<file path="src/rtl/debug_stepper_pkg.sv">
// debug_stepper_pkg
// Shared definitions for the debug stepper and the pipeline controller that
// consumes its debug_en / debug_step outputs:
//   - command opcodes carried on cmd_op
//   - FSM state encoding (also visible on the stepper's state_dbg port)
//   - the per-state output bundle and the function that decodes it
package debug_stepper_pkg;

    typedef enum logic [1:0] {
        OP_HALT  = 2'd0,
        OP_STEP  = 2'd1,
        OP_STEPN = 2'd2,
        OP_RUN   = 2'd3
    } cmd_op_t;

    typedef enum logic [1:0] {
        ST_HALT  = 2'd0,
        ST_PULSE = 2'd1,
        ST_GAP   = 2'd2,
        ST_RUN   = 2'd3
    } state_t;

    // Outputs that are a pure function of the FSM state. They are registered
    // together with the state so they change on the same edge.
    typedef struct packed {
        logic debug_en;
        logic debug_step;
        logic cmd_ready;
        logic halted;
    } state_outs_t;

    function automatic state_outs_t state_outs(input state_t s);
        state_outs_t o;
        o = '{debug_en: 1'b1, debug_step: 1'b0, cmd_ready: 1'b1, halted: 1'b1};
        case (s)
            ST_HALT:  o = '{debug_en: 1'b1, debug_step: 1'b0, cmd_ready: 1'b1, halted: 1'b1};
            ST_PULSE: o = '{debug_en: 1'b1, debug_step: 1'b1, cmd_ready: 1'b0, halted: 1'b0};
            ST_GAP:   o = '{debug_en: 1'b1, debug_step: 1'b0, cmd_ready: 1'b0, halted: 1'b0};
            ST_RUN:   o = '{debug_en: 1'b0, debug_step: 1'b0, cmd_ready: 1'b1, halted: 1'b0};
            default:  o = '{debug_en: 1'b1, debug_step: 1'b0, cmd_ready: 1'b1, halted: 1'b1};
        endcase
        return o;
    endfunction

endpackage

</file>
<file path="src/rtl/debug_stepper.sv">
// debug_stepper
// Debug run-control for the pipeline: halts, single-steps, multi-steps and
// free-runs the pipeline controller, and stops RUN on a PC breakpoint.
//
// Ports
//   clk, rst     clock, synchronous active-high reset
//   cmd_valid    command offered
//   cmd_op       OP_HALT / OP_STEP / OP_STEPN / OP_RUN
//   cmd_count    step count for OP_STEPN
//   cmd_ready    command slot free (high in HALT and RUN)
//   bp_en        breakpoint enable
//   bp_addr      breakpoint PC
//   pc_id        PC of the instruction in ID
//   id_valid     ID holds a valid instruction
//   debug_en     pipeline suspended when high
//   debug_step   step strobe, pipeline advances one cycle per rising edge
//   halted       high in HALT
//   steps_left   remaining step pulses of the current STEP/STEPN
//   adv_count    number of pipeline-advancing cycles, wraps silently
//   break_hit    one-cycle pulse in the first HALT cycle after a breakpoint
//   state_dbg    current FSM state
//
// Handshake: a command is taken on a rising edge where cmd_valid and
// cmd_ready are both high; cmd_ready never depends on cmd_valid. Commands
// that have no meaning in the current state are still taken and dropped.
//
// Parameters
//   GAP_CYCLES   low cycles of debug_step after each pulse, 1..15
//   START_HALTED 1: reset into HALT, 0: reset into RUN
//   ADV_INIT     reset value of adv_count (0 in normal use)
module debug_stepper
    import debug_stepper_pkg::*;
#(
    parameter int          GAP_CYCLES   = 1,
    parameter bit          START_HALTED = 1'b1,
    parameter logic [31:0] ADV_INIT     = 32'h0000_0000
) (
    input  logic        clk,
    input  logic        rst,
    input  logic        cmd_valid,
    input  logic [1:0]  cmd_op,
    input  logic [7:0]  cmd_count,
    output logic        cmd_ready,
    input  logic        bp_en,
    input  logic [31:0] bp_addr,
    input  logic [31:0] pc_id,
    input  logic        id_valid,
    output logic        debug_en,
    output logic        debug_step,
    output logic        halted,
    output logic [7:0]  steps_left,
    output logic [31:0] adv_count,
    output logic        break_hit,
    output logic [1:0]  state_dbg
);

    localparam state_t     RESET_STATE = START_HALTED ? ST_HALT : ST_RUN;
    localparam logic [3:0] GAP_LAST    = 4'(GAP_CYCLES - 1);

    state_t      state_q;
    state_outs_t outs_q;
    logic [3:0]  gap_cnt_q;
    logic [7:0]  steps_left_q;
    logic [31:0] adv_count_q;
    logic        break_hit_q;
    // High during the first RUN cycle after HALT so that resuming from a PC
    // that sits on the breakpoint does not immediately stop again.
    logic        first_run_q;

    logic cmd_fire;
    logic bp_match;

    assign cmd_fire = cmd_valid & outs_q.cmd_ready;
    assign bp_match = bp_en & id_valid & (pc_id == bp_addr) & ~first_run_q;

    always_ff @(posedge clk) begin
        if (rst) begin
            state_q      <= RESET_STATE;
            outs_q       <= state_outs(RESET_STATE);
            gap_cnt_q    <= 4'd0;
            steps_left_q <= 8'd0;
            adv_count_q  <= ADV_INIT;
            break_hit_q  <= 1'b0;
            first_run_q  <= 1'b0;
        end else begin
            break_hit_q <= 1'b0;
            case (state_q)
                ST_HALT: begin
                    if (cmd_fire) begin
                        case (cmd_op)
                            OP_STEP: begin
                                state_q      <= ST_PULSE;
                                outs_q       <= state_outs(ST_PULSE);
                                steps_left_q <= 8'd1;
                            end
                            OP_STEPN: begin
                                // A zero count is consumed without a pulse.
                                if (cmd_count != 8'd0) begin
                                    state_q      <= ST_PULSE;
                                    outs_q       <= state_outs(ST_PULSE);
                                    steps_left_q <= cmd_count;
                                end
                            end
                            OP_RUN: begin
                                state_q     <= ST_RUN;
                                outs_q      <= state_outs(ST_RUN);
                                first_run_q <= 1'b1;
                            end
                            default: ;
                        endcase
                    end
                end

                ST_PULSE: begin
                    // The pipeline advances on this pulse; account for it as
                    // we leave, so steps_left in GAP shows what remains.
                    state_q      <= ST_GAP;
                    outs_q       <= state_outs(ST_GAP);
                    gap_cnt_q    <= 4'd0;
                    steps_left_q <= steps_left_q - 8'd1;
                    adv_count_q  <= adv_count_q + 32'd1;
                end

                ST_GAP: begin
                    if (gap_cnt_q == GAP_LAST) begin
                        gap_cnt_q <= 4'd0;
                        if (steps_left_q != 8'd0) begin
                            state_q <= ST_PULSE;
                            outs_q  <= state_outs(ST_PULSE);
                        end else begin
                            state_q <= ST_HALT;
                            outs_q  <= state_outs(ST_HALT);
                        end
                    end else begin
                        gap_cnt_q <= gap_cnt_q + 4'd1;
                    end
                end

                ST_RUN: begin
                    adv_count_q <= adv_count_q + 32'd1;
                    first_run_q <= 1'b0;
                    // Breakpoint wins over a simultaneous HALT command so the
                    // stop is still reported through break_hit.
                    if (bp_match) begin
                        state_q     <= ST_HALT;
                        outs_q      <= state_outs(ST_HALT);
                        break_hit_q <= 1'b1;
                    end else if (cmd_fire && (cmd_op == OP_HALT)) begin
                        state_q <= ST_HALT;
                        outs_q  <= state_outs(ST_HALT);
                    end
                end

                default: begin
                    state_q      <= ST_HALT;
                    outs_q       <= state_outs(ST_HALT);
                    gap_cnt_q    <= 4'd0;
                    steps_left_q <= 8'd0;
                end
            endcase
        end
    end

    assign debug_en   = outs_q.debug_en;
    assign debug_step = outs_q.debug_step;
    assign cmd_ready  = outs_q.cmd_ready;
    assign halted     = outs_q.halted;
    assign steps_left = steps_left_q;
    assign adv_count  = adv_count_q;
    assign break_hit  = break_hit_q;
    assign state_dbg  = state_q;

endmodule

</file>
<file path="config.mk">
export PLATFORM = sky130hd
export DESIGN_NAME = debug_stepper
export DESIGN_NICKNAME = d
export VERILOG_FILES = /design/src/rtl/debug_stepper_pkg.sv /design/src/rtl/debug_stepper.sv
export SDC_FILE = /design/constraint.sdc
export NUM_CORES = 1
export LEC_CHECK = 0
export CORE_ASPECT_RATIO = 1.2
export CORE_MARGIN = 8
export CORE_UTILIZATION = 40
export CTS_BUF_LIST = sky130_fd_sc_hd__clkbuf_4
export CTS_CLUSTER_SIZE = 25
export DETAILED_ROUTE_END_ITERATION = 6
export PLACE_DENSITY = 0.76
export SLEW_MARGIN = 10
export SYNTH_ARGS = -nofsm -noshare
export SYNTH_HDL_FRONTEND = slang
export SYNTH_SLANG_ARGS = --single-unit
export TNS_END_PERCENT = 1
</file>
<file path="constraint.sdc">
create_clock -name clk -period 1.9 [get_ports clk]
set_input_delay 0.38 -clock clk [delete_from_list [all_inputs] [get_ports clk]]
set_output_delay 0.38 -clock clk [all_outputs]
set_load 0.01 [all_outputs]
</file>
==> metrics.txt, run 1 <==
# TYPE chip_impl_metric gauge
chip_impl_metric{name="worst-path-max-fanout",unit=""} 3
chip_impl_metric{name="synth_compound_gate_area_share",unit="%"} 9.74
chip_impl_metric{name="netSwitchingPower",unit="W"} 0.00125
chip_impl_metric{name="nFillCells",unit=""} 607
chip_impl_metric{name="seq_area",unit="mm2"} 0.00105
chip_impl_metric{name="dpl.hpwl",unit="mm"} 7.31
chip_impl_metric{name="share_seq_of_total_power",unit="%"} 37.0
chip_impl_metric{name="static-leakage-power",unit="nW"} 1.84
chip_impl_metric{name="timing_worst_slew_pin_value",unit="ns"} 0.583
chip_impl_metric{name="drive_above_1_share",unit="%"} 14.9
chip_impl_metric{name="clkTransAtPathRegs",unit="ns"} 0.15
chip_impl_metric{name="swShare",unit="%"} 35.4
chip_impl_metric{name="ir_drop",unit="mV"} 0.444
chip_impl_metric{name="final_nets",unit=""} 616
chip_impl_metric{name="maximum_number_of_pins_on_one_net_before_global_route_repair",unit=""} 32
chip_impl_metric{name="detailroute.via_count",unit=""} 3154
chip_impl_metric{name="synth.ff_latch_count",unit=""} 52
chip_impl_info{name="critical_path.endpoint_type",value="flip-flop"} 1
chip_impl_metric{name="crit_required",unit="ns"} 2.18
chip_impl_metric{name="share_of_yosys_cell_area_claimed_by_the_top_area_cell_type",unit="%"} 34.8
chip_impl_info{name="synth_top_flop_cell",value="dfxtp_1"} 1
chip_impl_metric{name="ys_warn_count",unit=""} 0
chip_impl_metric{name="netlist_area",unit="mm2"} 0.00299
chip_impl_metric{name="clock-sinks",unit=""} 52
chip_impl_metric{name="design.die.area",unit="mm2"} 0.0105
chip_impl_metric{name="postSynth.asyncResetShare",unit="%"} 0
chip_impl_metric{name="drt-wirelength-per-cell",unit="um"} 14.2
chip_impl_metric{name="synth_edf_count",unit=""} 0
chip_impl_metric{name="placement_rows",unit=""} 34
chip_impl_info{name="most-common-layout-cells",value="clkdlybuf4s50_1 (124), nor2_1 (59), dfxtp_1 (46)"} 1
chip_impl_metric{name="area_growth_syn_to_layout",unit="%"} 60.3
chip_impl_info{name="worstSetupStartpointType",value="flip-flop"} 1
chip_impl_info{name="synth_largest_area_cell",value="dfxtp_1"} 1
chip_impl_metric{name="routed_wire_length",unit="mm"} 8.81
chip_impl_metric{name="synth_fa_ha_area_share",unit="%"} 3.76
chip_impl_info{name="tritoncts_clock_tree",value="built"} 1
chip_impl_info{name="clockRootBuffer",value="clkbuf_4"} 1
chip_impl_metric{name="finalMaxSlewViolations",unit=""} 0
chip_impl_metric{name="cts_bufs_inserted",unit=""} 5
chip_impl_info{name="largest_family_of_logic_cells_by_synthesized_area",value="simple AND/OR/NAND/NOR gates"} 1
chip_impl_info{name="rsz_0062_raised_after_global_routing",value="yes"} 1
chip_impl_metric{name="synth.distinct_cells",unit=""} 50
chip_impl_metric{name="postSynthAreaPerCell",unit="um2"} 8.29
chip_impl_metric{name="first_global_vias",unit=""} 3245
chip_impl_metric{name="max_clock_freq",unit="MHz"} 541
chip_impl_metric{name="finished_cell_area",unit="mm2"} 0.00480
chip_impl_metric{name="first_pass_grt_wire_length",unit="mm"} 14.3
chip_impl_metric{name="post_synth_and_or_nand_nor_area_fraction",unit="%"} 28.9
chip_impl_metric{name="cellPowerDensity",unit="mW/mm2"} 734
chip_impl_metric{name="antenna_violations_before_repair",unit=""} 0
chip_impl_metric{name="diodes",unit=""} 0
chip_impl_metric{name="report.final.setup_viol",unit=""} 0
chip_impl_info{name="min_path_type",value="in -> reg"} 1
chip_impl_metric{name="drt_pass1_iterations",unit=""} 4
chip_impl_metric{name="drc",unit=""} 0
chip_impl_info{name="synthTopCellsByArea",value="dfxtp_1 (35%), xnor2_1 (12%), nor2_1 (7.4%)"} 1
chip_impl_metric{name="numPortBuffers",unit=""} 125
chip_impl_metric{name="min_period",unit="ns"} 1.85
chip_impl_metric{name="totalNegativeSetupSlack",unit="ns"} 0
chip_impl_metric{name="cts_hold_repair.buffers",unit=""} 0
chip_impl_metric{name="groute.usage.overall",unit="%"} 16.5
chip_impl_info{name="status",value="complete, no violations"} 1
chip_impl_metric{name="overflow",unit=""} 0
chip_impl_metric{name="hold_slack",unit="ns"} 0.479
chip_impl_metric{name="clk-insertion-delay-late",unit="ns"} 0.37
chip_impl_metric{name="die_x",unit="um"} 95.0
chip_impl_metric{name="critPathArrivalTime",unit="ns"} 2.12
chip_impl_metric{name="synthesis.instances",unit=""} 361
chip_impl_metric{name="core-area",unit="mm2"} 0.00727
chip_impl_metric{name="cts_buffer_depth",unit=""} 2
chip_impl_metric{name="final_min_period_over_clock_period",unit="%"} 97.2
chip_impl_metric{name="multiplexer_share_of_the_synthesized_area",unit="%"} 1.38
chip_impl_metric{name="share_comb_of_total_power",unit="%"} 48.5
chip_impl_metric{name="placedInstanceArea",unit="mm2"} 0.00467
chip_impl_metric{name="h_tree_level_count",unit=""} 2
chip_impl_metric{name="post-cts-setup-buffers",unit=""} 0
chip_impl_metric{name="area_of_the_multi_input_gates",unit="mm2"} 0.00194
chip_impl_metric{name="power_frac_clock",unit="%"} 14.5
chip_impl_metric{name="syn-num-nets",unit=""} 449
chip_impl_metric{name="cell_internal_pwr",unit="W"} 0.00228
chip_impl_metric{name="xor_xnor_portion_of_the_synthesized_cell_area",unit="%"} 18.7
chip_impl_metric{name="detail_route.iter0.violations",unit=""} 110
chip_impl_metric{name="slew_headroom",unit="%"} 61.1
chip_impl_info{name="path_class",value="reg -> reg"} 1
chip_impl_metric{name="initial_core_util",unit="%"} 41.2
chip_impl_metric{name="timing.clock.skew",unit="ns"} 0.0102
chip_impl_metric{name="gpl.final_weighted_congestion",unit=""} 0.817
chip_impl_info{name="layout.cells.most_common",value="clkdlybuf4s50_1"} 1
chip_impl_metric{name="maxCapViolCount",unit=""} 0
chip_impl_metric{name="detail-route-antenna-nets",unit=""} 0
chip_impl_metric{name="seq_area_frac_synth",unit="%"} 34.8
chip_impl_metric{name="num_io_pins",unit=""} 126
chip_impl_metric{name="report.final.hold_viol_count",unit=""} 0
chip_impl_metric{name="vias_per_cell",unit=""} 5.10
chip_impl_metric{name="floorplan.die.height",unit="um"} 111
[power by group through the flow]
stage,Combinational (W),Sequential [W],Clock (W)
floorplan,0.000834,0.00137,0
global placement,0.00164,0.00132,0
detailed placement,0.00168,0.00132,0
CTS,0.00169,0.00130,0.000523
global route,0.00188,0.00132,0.000579
finish,0.00171,0.00130,0.000512
[cell type report]
type                            instances  area share, %
Sequential cell                        52           21.9
Tap cell                               90           2.35
Inverter                               11          0.860
Timing Repair Buffer                  170           33.4
Clock inverter                          2          0.235
Clock buffer                            6          0.939
Multi-Input combinational cell        288           40.4
[timing repair]
item	4_1_cts	5_1_grt
gates resized for setup	1	19
pin swaps	0	4
endpoints found under the setup margin	8	30
[state kept, by name (all words and copies together), names as in the netlist]
| register | flops |
|---|---|
| adv_count | 32 |
| gap_cnt_q | 4 |
| debug_step | 1 |
| steps_left | 8 |
| break_hit | 1 |
| first_run_q | 1 |
| debug_en | 1 |
| cmd_ready | 1 |
| halted | 1 |
| state_dbg | 2 |
[cells in the mapped netlist, drive strengths merged (3+ instances only)]
cell,count
nand2,33
nor2,59
dfxtp,52
xor2,24
nand2b,3
nand3,12
xnor2,40
a21oi,11
nor3,11
a22oi,5
mux2i,3
inv,10
and4,4
o21ai,11
and3,3
buf,4
ha,9
nor4,8
o31ai,5
clkbuf,6
or3,4
nand4,17
[per-stage QoR]
step                setup slack [ns]  utilization, %  std cells  total power (W)
global route                 -0.0717            66.0        619          0.00378
global placement              -0.372            64.2        611          0.00296
CTS                          -0.0133            64.9        619          0.00351
finish                        0.0529            66.0        619          0.00352
floorplan                   0.000103               -        361          0.00221
detailed placement            -0.373            64.2        611          0.00300
[critical path, cell delays in order (launching register included)]
cell,delay [ns]
dfxtp_2,0.35
inv_1,0.05
ha_1,0.14
or3b_4,0.39
a21oi_2,0.12
a31o_2,0.12
nand4_1,0.14
nand2_2,0.14
mux2_4,0.30
[worst paths after layout]
| kind | to | startpoint | cells after the start | slack (ns) |
|---|---|---|---|---|
| max reg2reg | debug_step$_SDFFE_PP0P_ | gap_cnt_q[0]$_SDFFE_PP0P_ | 8 | 0.05 |
| max | debug_step$_SDFFE_PP0P_ | gap_cnt_q[0]$_SDFFE_PP0P_ | 8 | 0.05 |
| min reg2reg | first_run_q$_SDFFE_PP0P_ | first_run_q$_SDFFE_PP0P_ | 2 | 0.51 |
| min | steps_left[3]$_SDFFE_PP0P_ | rst | 2 | 0.48 |
[metal layers]
| layer | GRT usage [%] | up-vias | share of wire, % |
|---|---|---|---|
| met3 | 8.27 | 8 | 13 |
| met5 | 0 | - | 0 |
| met1 | 17.1 | 1424 | 38 |
| met2 | 28.4 | 138 | 49 |
| li1 | - | 1584 | - |
| met4 | 4.07 | 0 | 1.0 |
[kinds of logic (layout without fill, tap and decap cells)]
group           after synthesis  count (layout)
compound gates               45              45
fa+ha+maj                     9               9
mux                           4               4
xor+xnor                     64              64
flops                        52              52
buf+inv                      21             189
simple gates                166             166
(Power assumes the default switching activity.)
==> inputs of run 2 (changes only) <==
- GPL_ROUTABILITY_DRIVEN: default -> 0
==> results of run 2 <==
Same layout as run 1: the final DEF is identical, and so are final timing and power.
